===== src/rtl/mouse_pos_ctrl.sv =====
// mouse_pos_ctrl: once per frame, captures a mouse position that is stable across clocks; B_left gets a synchronizer and a click detector.
// Define MOUSE_CLAMP_EN to saturate the loaded position to SCREEN_W-1 / SCREEN_H-1.
module mouse_pos_ctrl #(
    parameter int SCREEN_W   = 1024,
    parameter int SCREEN_H   = 768,
    parameter int STABLE_CNT = 2,
    parameter int MAX_RETRY  = 8
) (
    input  logic        clk,
    input  logic        rst,
    input  logic [11:0] B_posX,
    input  logic [11:0] B_posY,
    input  logic        B_left,
    input  logic        vblank_start,
    output logic [11:0] posX,
    output logic [11:0] posY,
    output logic        pos_valid,
    output logic        sample_drop,
    output logic        left_click,
    output logic        busy
);
`ifdef MOUSE_CLAMP_EN
    localparam bit CLAMP = 1'b1;
`else
    localparam bit CLAMP = 1'b0;
`endif
    typedef enum logic [1:0] {IDLE, SAMPLE, CHECK, LOAD} state_t;
    state_t      r_state, w_next;
    logic [11:0] r_cand_x, r_cand_y;
    logic [3:0]  r_match, r_retry;
    logic        r_s1, r_s2, r_s3;
    logic [1:0]  r_fill;
    logic        w_same, w_match_done, w_retry_done;
    logic [11:0] w_load_x, w_load_y;

    assign w_same       = (B_posX == r_cand_x) && (B_posY == r_cand_y);
    assign w_match_done = (r_match + 4'd1) == 4'(STABLE_CNT);
    assign w_retry_done = (r_retry + 4'd1) == 4'(MAX_RETRY);
    assign w_load_x     = (CLAMP && r_cand_x > 12'(SCREEN_W - 1)) ? 12'(SCREEN_W - 1) : r_cand_x;
    assign w_load_y     = (CLAMP && r_cand_y > 12'(SCREEN_H - 1)) ? 12'(SCREEN_H - 1) : r_cand_y;
    assign busy         = r_state != IDLE;

    always_comb begin
        w_next = r_state;
        case (r_state)
            IDLE:    w_next = vblank_start ? SAMPLE : IDLE;
            SAMPLE:  w_next = CHECK;
            CHECK:   w_next = w_same ? (w_match_done ? LOAD : CHECK) : (w_retry_done ? IDLE : CHECK);
            LOAD:    w_next = IDLE;
            default: w_next = IDLE;
        endcase
    end

    always_ff @(posedge clk or negedge rst) begin
        if (!rst) r_state <= IDLE;
        else      r_state <= w_next;
    end

    always_ff @(posedge clk or negedge rst) begin
        if (!rst) begin
            r_cand_x    <= '0;
            r_cand_y    <= '0;
            r_match     <= '0;
            r_retry     <= '0;
            posX        <= '0;
            posY        <= '0;
            pos_valid   <= 1'b0;
            sample_drop <= 1'b0;
        end else begin
            pos_valid   <= 1'b0;
            sample_drop <= 1'b0;
            case (r_state)
                SAMPLE: begin
                    r_cand_x <= B_posX;
                    r_cand_y <= B_posY;
                    r_match  <= 4'd1;
                    r_retry  <= 4'd0;
                end
                CHECK: begin
                    if (w_same) begin
                        r_match <= r_match + 4'd1;
                    end else begin
                        r_cand_x    <= B_posX;
                        r_cand_y    <= B_posY;
                        r_match     <= 4'd1;
                        r_retry     <= r_retry + 4'd1;
                        sample_drop <= w_retry_done;
                    end
                end
                LOAD: begin
                    posX      <= w_load_x;
                    posY      <= w_load_y;
                    pos_valid <= 1'b1;
                end
                default: ;
            endcase
        end
    end

    // r_fill keeps left_click quiet until the synchronizer and edge register hold real samples
    always_ff @(posedge clk or negedge rst) begin
        if (!rst) begin
            r_s1       <= 1'b0;
            r_s2       <= 1'b0;
            r_s3       <= 1'b0;
            r_fill     <= 2'd0;
            left_click <= 1'b0;
        end else begin
            r_s1       <= B_left;
            r_s2       <= r_s1;
            r_s3       <= r_s2;
            r_fill     <= (r_fill == 2'd3) ? 2'd3 : r_fill + 2'd1;
            left_click <= (r_fill == 2'd3) && r_s2 && !r_s3;
        end
    end
endmodule


===== config.mk =====
export PLATFORM = sky130hd
export DESIGN_NAME = mouse_pos_ctrl
export DESIGN_NICKNAME = d
export VERILOG_FILES = /design/src/rtl/mouse_pos_ctrl.sv
export SDC_FILE = /design/constraint.sdc
export NUM_CORES = 1
export LEC_CHECK = 0
export BUFFER_PORTS_ARGS = -buffer_cell sky130_fd_sc_hd__buf_4
export CAP_MARGIN = 10
export CORE_MARGIN = 8
export CORE_UTILIZATION = 55
export DETAILED_ROUTE_END_ITERATION = 16
export MAX_ROUTING_LAYER = met4
export PLACE_DENSITY = 0.79
export SYNTH_ARGS = -nofsm -noshare
export SYNTH_HDL_FRONTEND = slang
export SYNTH_SLANG_ARGS = --single-unit
export TNS_END_PERCENT = 5

===== constraint.sdc =====
create_clock -name clk -period 3.1 [get_ports clk]
set_input_delay 0.93 -clock clk [delete_from_list [all_inputs] [get_ports clk]]
set_output_delay 0.93 -clock clk [all_outputs]
set_load 0.02 [all_outputs]

## After elaboration in Yosys (flattened, before gate mapping)

Index checks and enable logic that the tools add are counted.

- Register bits after elaboration: 66
- Output and inout bits: 28

- $add $sub $neg: 3
- Eq/ne operators: 9
- Multiplexer cells: 17
- Reduce and logical (&&, ||, !) cells: 8

Operators by type and width:

| operator | number |
|---|---|
| one-hot mux 12 bit (2 select lines) | 2 |
| equality test 12 bit | 2 |
| two-way mux 12 bit | 2 |
| one-hot mux 4 bit (2 select lines) | 2 |
| adder 4 x 1 -> 4 bit (second input constant) | 2 |
| two-way mux 4 bit | 2 |
| one-hot mux 2 bit (4 select lines) | 1 |
| equality test 2 bit (second input constant) | 3 |
| two-way mux 2 bit | 3 |
| two-way mux 1 bit | 5 |
| equality test 4 x 2 -> 1 bit (second input constant) | 1 |
| equality test 4 bit (second input constant) | 1 |
| nonzero test 2 bit | 2 |
| logical AND 1 bit | 3 |
| adder 2 x 1 -> 2 bit (second input constant) | 1 |
| equality test 2 x 1 -> 1 bit (second input constant) | 1 |
| zero test 2 bit | 1 |
| inequality test 2 bit (second input constant) | 1 |
| AND reduction 2 bit | 1 |
| zero test 1 bit | 1 |

## Depth between registers and ports, before layout

- Word-level depth: 5
- Mapped depth: 7
- Depth with buffers taken out: 5

## Worst setup path after synthesis

No wires, ideal clock.

- Path type: input to register
- From: in B_posY[10]
- To: reg r_cand_x[0]
- Setup time: 0.125 ns
- Data arrival time: 2.339 ns
- Required time: 2.975 ns
- Setup slack: 0.636 ns
- Stages on the path: 6
- Cell sequence: xnor2_1 nand4_1 nor4_4 a31oi_4 buf_6 mux2_4

- Longest elaborated chain between the ends: 4

Ends and longest elaborated chain:

| what | line | text |
|---|---|---|
| start, declared | 12 | `input logic [11:0] B_posY,` |
| equality test 12 bit | 36 | `assign w_same = (B_posX == r_cand_x) && (B_posY == r_cand_y);` |
| logical AND 1 bit | 36 |  |
| inequality test 2 bit (no line) | n/a |  |
| AND reduction 2 bit (no line) | n/a |  |
| end signal, assigned | 74 | `r_cand_x <= B_posX;` |
| end signal, assigned | 83 | `r_cand_x <= B_posX;` |
| end, declared | 29 | `logic [11:0] r_cand_x, r_cand_y;` |

Every way passes these cells.
A chain may end at the register's enable or synchronous reset.

## Worst setup path in the final report

- From: in B_posY[4]
- To: reg r_cand_y[7]

- Longest elaborated chain between the ends: 4

Ends and longest elaborated chain:

| what | line | text |
|---|---|---|
| equality test 12 bit | 36 |  |
| logical AND 1 bit | 36 |  |
| inequality test 2 bit (no line) | n/a |  |
| AND reduction 2 bit (no line) | n/a |  |
| end signal, assigned | 75 | `r_cand_y <= B_posY;` |
| end signal, assigned | 84 | `r_cand_y <= B_posY;` |
| end, declared | 29 |  |

Every way passes these cells.

==> flow_summary.json <==
{
  "status": "completed",
  "yosys_warnings": 0,
  "syn2layout_area_growth_pct": 23.6,
  "port-buffer-count": 55,
  "fp.dieArea_um2": 8200,
  "holdBufCountCts": 0,
  "fin_ws_ns": 0.685,
  "relSlewSlack_pct": 45.8,
  "fin_setup_tns_ns": 0,
  "mostFrequentLayoutCells": "dfrtp_1, buf_4, mux2_2, xnor2_1, mux2_4",
  "dpl.hpwl_um": 4060,
  "syn_inst": 221,
  "dp_slack_ns": 0.328,
  "tightest_slew_ns": 0.814,
  "fin_nets": 322,
  "wirelength_um": 5790,
  "yosysUniqueCellTypes": 37,
  "num_io_pins": 56,
  "final_antenna_net_count": 0,
  "die_h_um": 90.6,
  "fp-row-count": 27,
  "grt_pass1_vias": 2054,
  "yosysTopAreaCell": "dfrtp_1",
  "first_iter_violations": 85,
  "numCtsBuffers": 9,
  "multi_input_area_um2": 1320,
  "period_needed_ns": 2.41,
  "ctsHtreeMaxLevel": 3,
  "hp-class": "reg -> reg",
  "antenna_found_initial": 0,
  "cts.sinks": 66,
  "grt_pass1_wl_um": 9850,
  "cp_slowest_stage_delay_ns": 0.40,
  "layout.area.seq_um2": 1650,
  "path_cells": "buf_4, xor2_1, nor4_1, and2_0, a31oi_4, buf_12, mux2_4",
  "num_vias": 1905,
  "post_cts_buffers": 0,
  "cp_num_buf_inv": 2,
  "p_per_area_nw_per_um2": 1040,
  "coreArea_um2": 5440,
  "grt_max_degree": 67,
  "path_class": "in -> reg",
  "layout-drive-gt1-share_pct": 44.1,
  "gr-total-overflow": 0,
  "wl_per_cell_um": 16.0,
  "finalSetupViolations": 0,
  "syn_area_um2": 3060,
  "clk_latency_ns": 0.34,
  "place.gp.congestion": 0.733,
  "crit_path_start_kind": "input pin",
  "cts_resized": 0,
  "hold_viol": 0,
  "vias_per_cell": 5.26,
  "clockBufferDepth": 2,
  "final_common_cell": "dfrtp_1",
  "max_cap_violations": 0,
  "synth_seq_area_share_pct": 54.0,
  "required_ns": 3.32,
  "syn_nets": 258,
  "clkTransAtPathRegs_ns": 0.08,
  "first_pass_iters": 5,
  "rsz0062_at_grt": "false",
  "drc": 0,
  "cts-root-buf": "clkbuf_8",
  "die_w_um": 90.6,
  "slowest_stage": "nor4_1",
  "cp-end-kind": "flip-flop",
  "yosys-top-cells-area": "dfrtp_1, mux2_2, mux2_4",
  "avgSynthCellArea_um2": 13.8,
  "drv_slew": 0,
  "synth_top_area_share_pct": 54.0,
  "cp_data_arrival_time_ns": 2.63,
  "antenna_cells": 0,
  "track_usage_pct": 15.3,
  "start_util_pct": 56.2,
  "peakVddDrop_mv": 0.656,
  "ys_seq_elements": 66,
  "cts_tree": "done",
  "fin_skew_ns": 0.00935,
  "path_delay_family": "simple AND/OR/NAND/NOR gates",
  "cp_max_fo": 18,
  "finalCritPeriodShare_pct": 77.9,
  "p_leak_uw": 0.00171,
  "hold_slack_ns": 0.355,
  "fill_cells": 374,
  "fmax_mhz": 414
}
==> sequential cells by signal (all words and copies together) (netlist names) <==
signal and flops:
sample_drop 1, r_cand_y 12, r_state 2, r_s1 1, r_match 4, left_click 1, r_fill 2, r_cand_x 12
r_retry 4, r_s3 1, posX 12, posY 12, pos_valid 1, r_s2 1
==> layer usage <==
| metal | track usage, % | part of all wire, % | wire length [um] | vias to the layer above |
|---|---|---|---|---|
| met5 | - | 0 | 0 | - |
| met4 | 8.46 | 2.3 | 134 | 0 |
| met1 | 19.2 | 49 | 2810 | 934 |
| met2 | 22.3 | 45 | 2600 | 53 |
| met3 | 3.74 | 4.2 | 245 | 11 |
| li1 | - | - | - | 907 |
==> path summary, 6_finish.rpt <==
check | cells after the start | startpoint | slack (ns) | end
worst max register to register | 6 | r_cand_x[1] | 0.95 | r_cand_y[7]
worst min-delay path | 0 | r_s1 | 0.36 | r_s2
min in group asynchronous | 1 | rst | 0.66 | r_cand_y[4]
max in group asynchronous | 1 | rst | 1.89 | r_cand_x[1]
worst min register to register | 0 | r_s1 | 0.36 | r_s2
worst max-delay path | 7 | B_posY[4] | 0.69 | r_cand_y[7]
==> logic make-up (layout without fill, tap and decap cells) <==
group                    after synthesis  in the layout  synth area share (%)
adder cells (fa/ha/maj)                9              9                  3.68
buffers and inverters                 17             86                  2.66
XOR/XNOR                              26             26                  7.45
flip-flops                            66             66                  54.0
AND/OR/NAND/NOR                       34             34                  6.47
AO/OA/AOI/OAI                         18             18                  4.79
multiplexers                          51             51                  20.9
==> area by class of cell <==
cell class	count	area share (%)
clock buffers	11	4.01
clock inverters	5	1.59
inverters	10	0.994
multi-input cells	138	35.0
flip-flops and latches	66	43.7
well taps	72	2.38
repair buffers	60	12.3
==> report_power, final <==
group          internal (uW)  switching [uW]  leakage (uW)  total, uW
Combinational            920             744      0.000810       1660
Clock                    419             335      0.000106        755
Sequential              1220             283      0.000789       1510
==> per-stage QoR <==
stage	total power, uW	instances	area (um2)	util [%]
after detailed placement	3190	346	3570	65.6
after global routing	4160	362	3780	69.5
after floorplan	2650	221	3060	-
after global placement	3140	346	3570	65.6
final	3920	362	3780	69.5
after CTS	3960	362	3780	69.5
==> synthesized netlist by cell type <==
cell type and number:
o41ai_1 2, nor3_1 1, inv_1 10, or2_2 1, clkbuf_1 3, dfrtp_1 66
nor3b_1 1, mux2i_1 2, nor4_1 2, nand2_1 10, a31oi_4 1, and3_1 1
mux2_2 31, o32ai_1 1, o21ai_0 1, a21oi_1 2, o211ai_1 2, buf_6 2
mux2_4 18, a31oi_1 2, o2bb2ai_1 1, and4b_1 1, a2111o_1 1, and2_0 1
nor4_4 1, nand3_1 4, buf_2 2, ha_1 9, nor2_1 2, nand4_1 5
nand2b_1 3, o2111ai_1 1, or4_1 1, xor2_1 8, a21boi_0 2, o22ai_1 2
xnor2_1 18
Note: power is estimated with default switching activity, not from simulation.
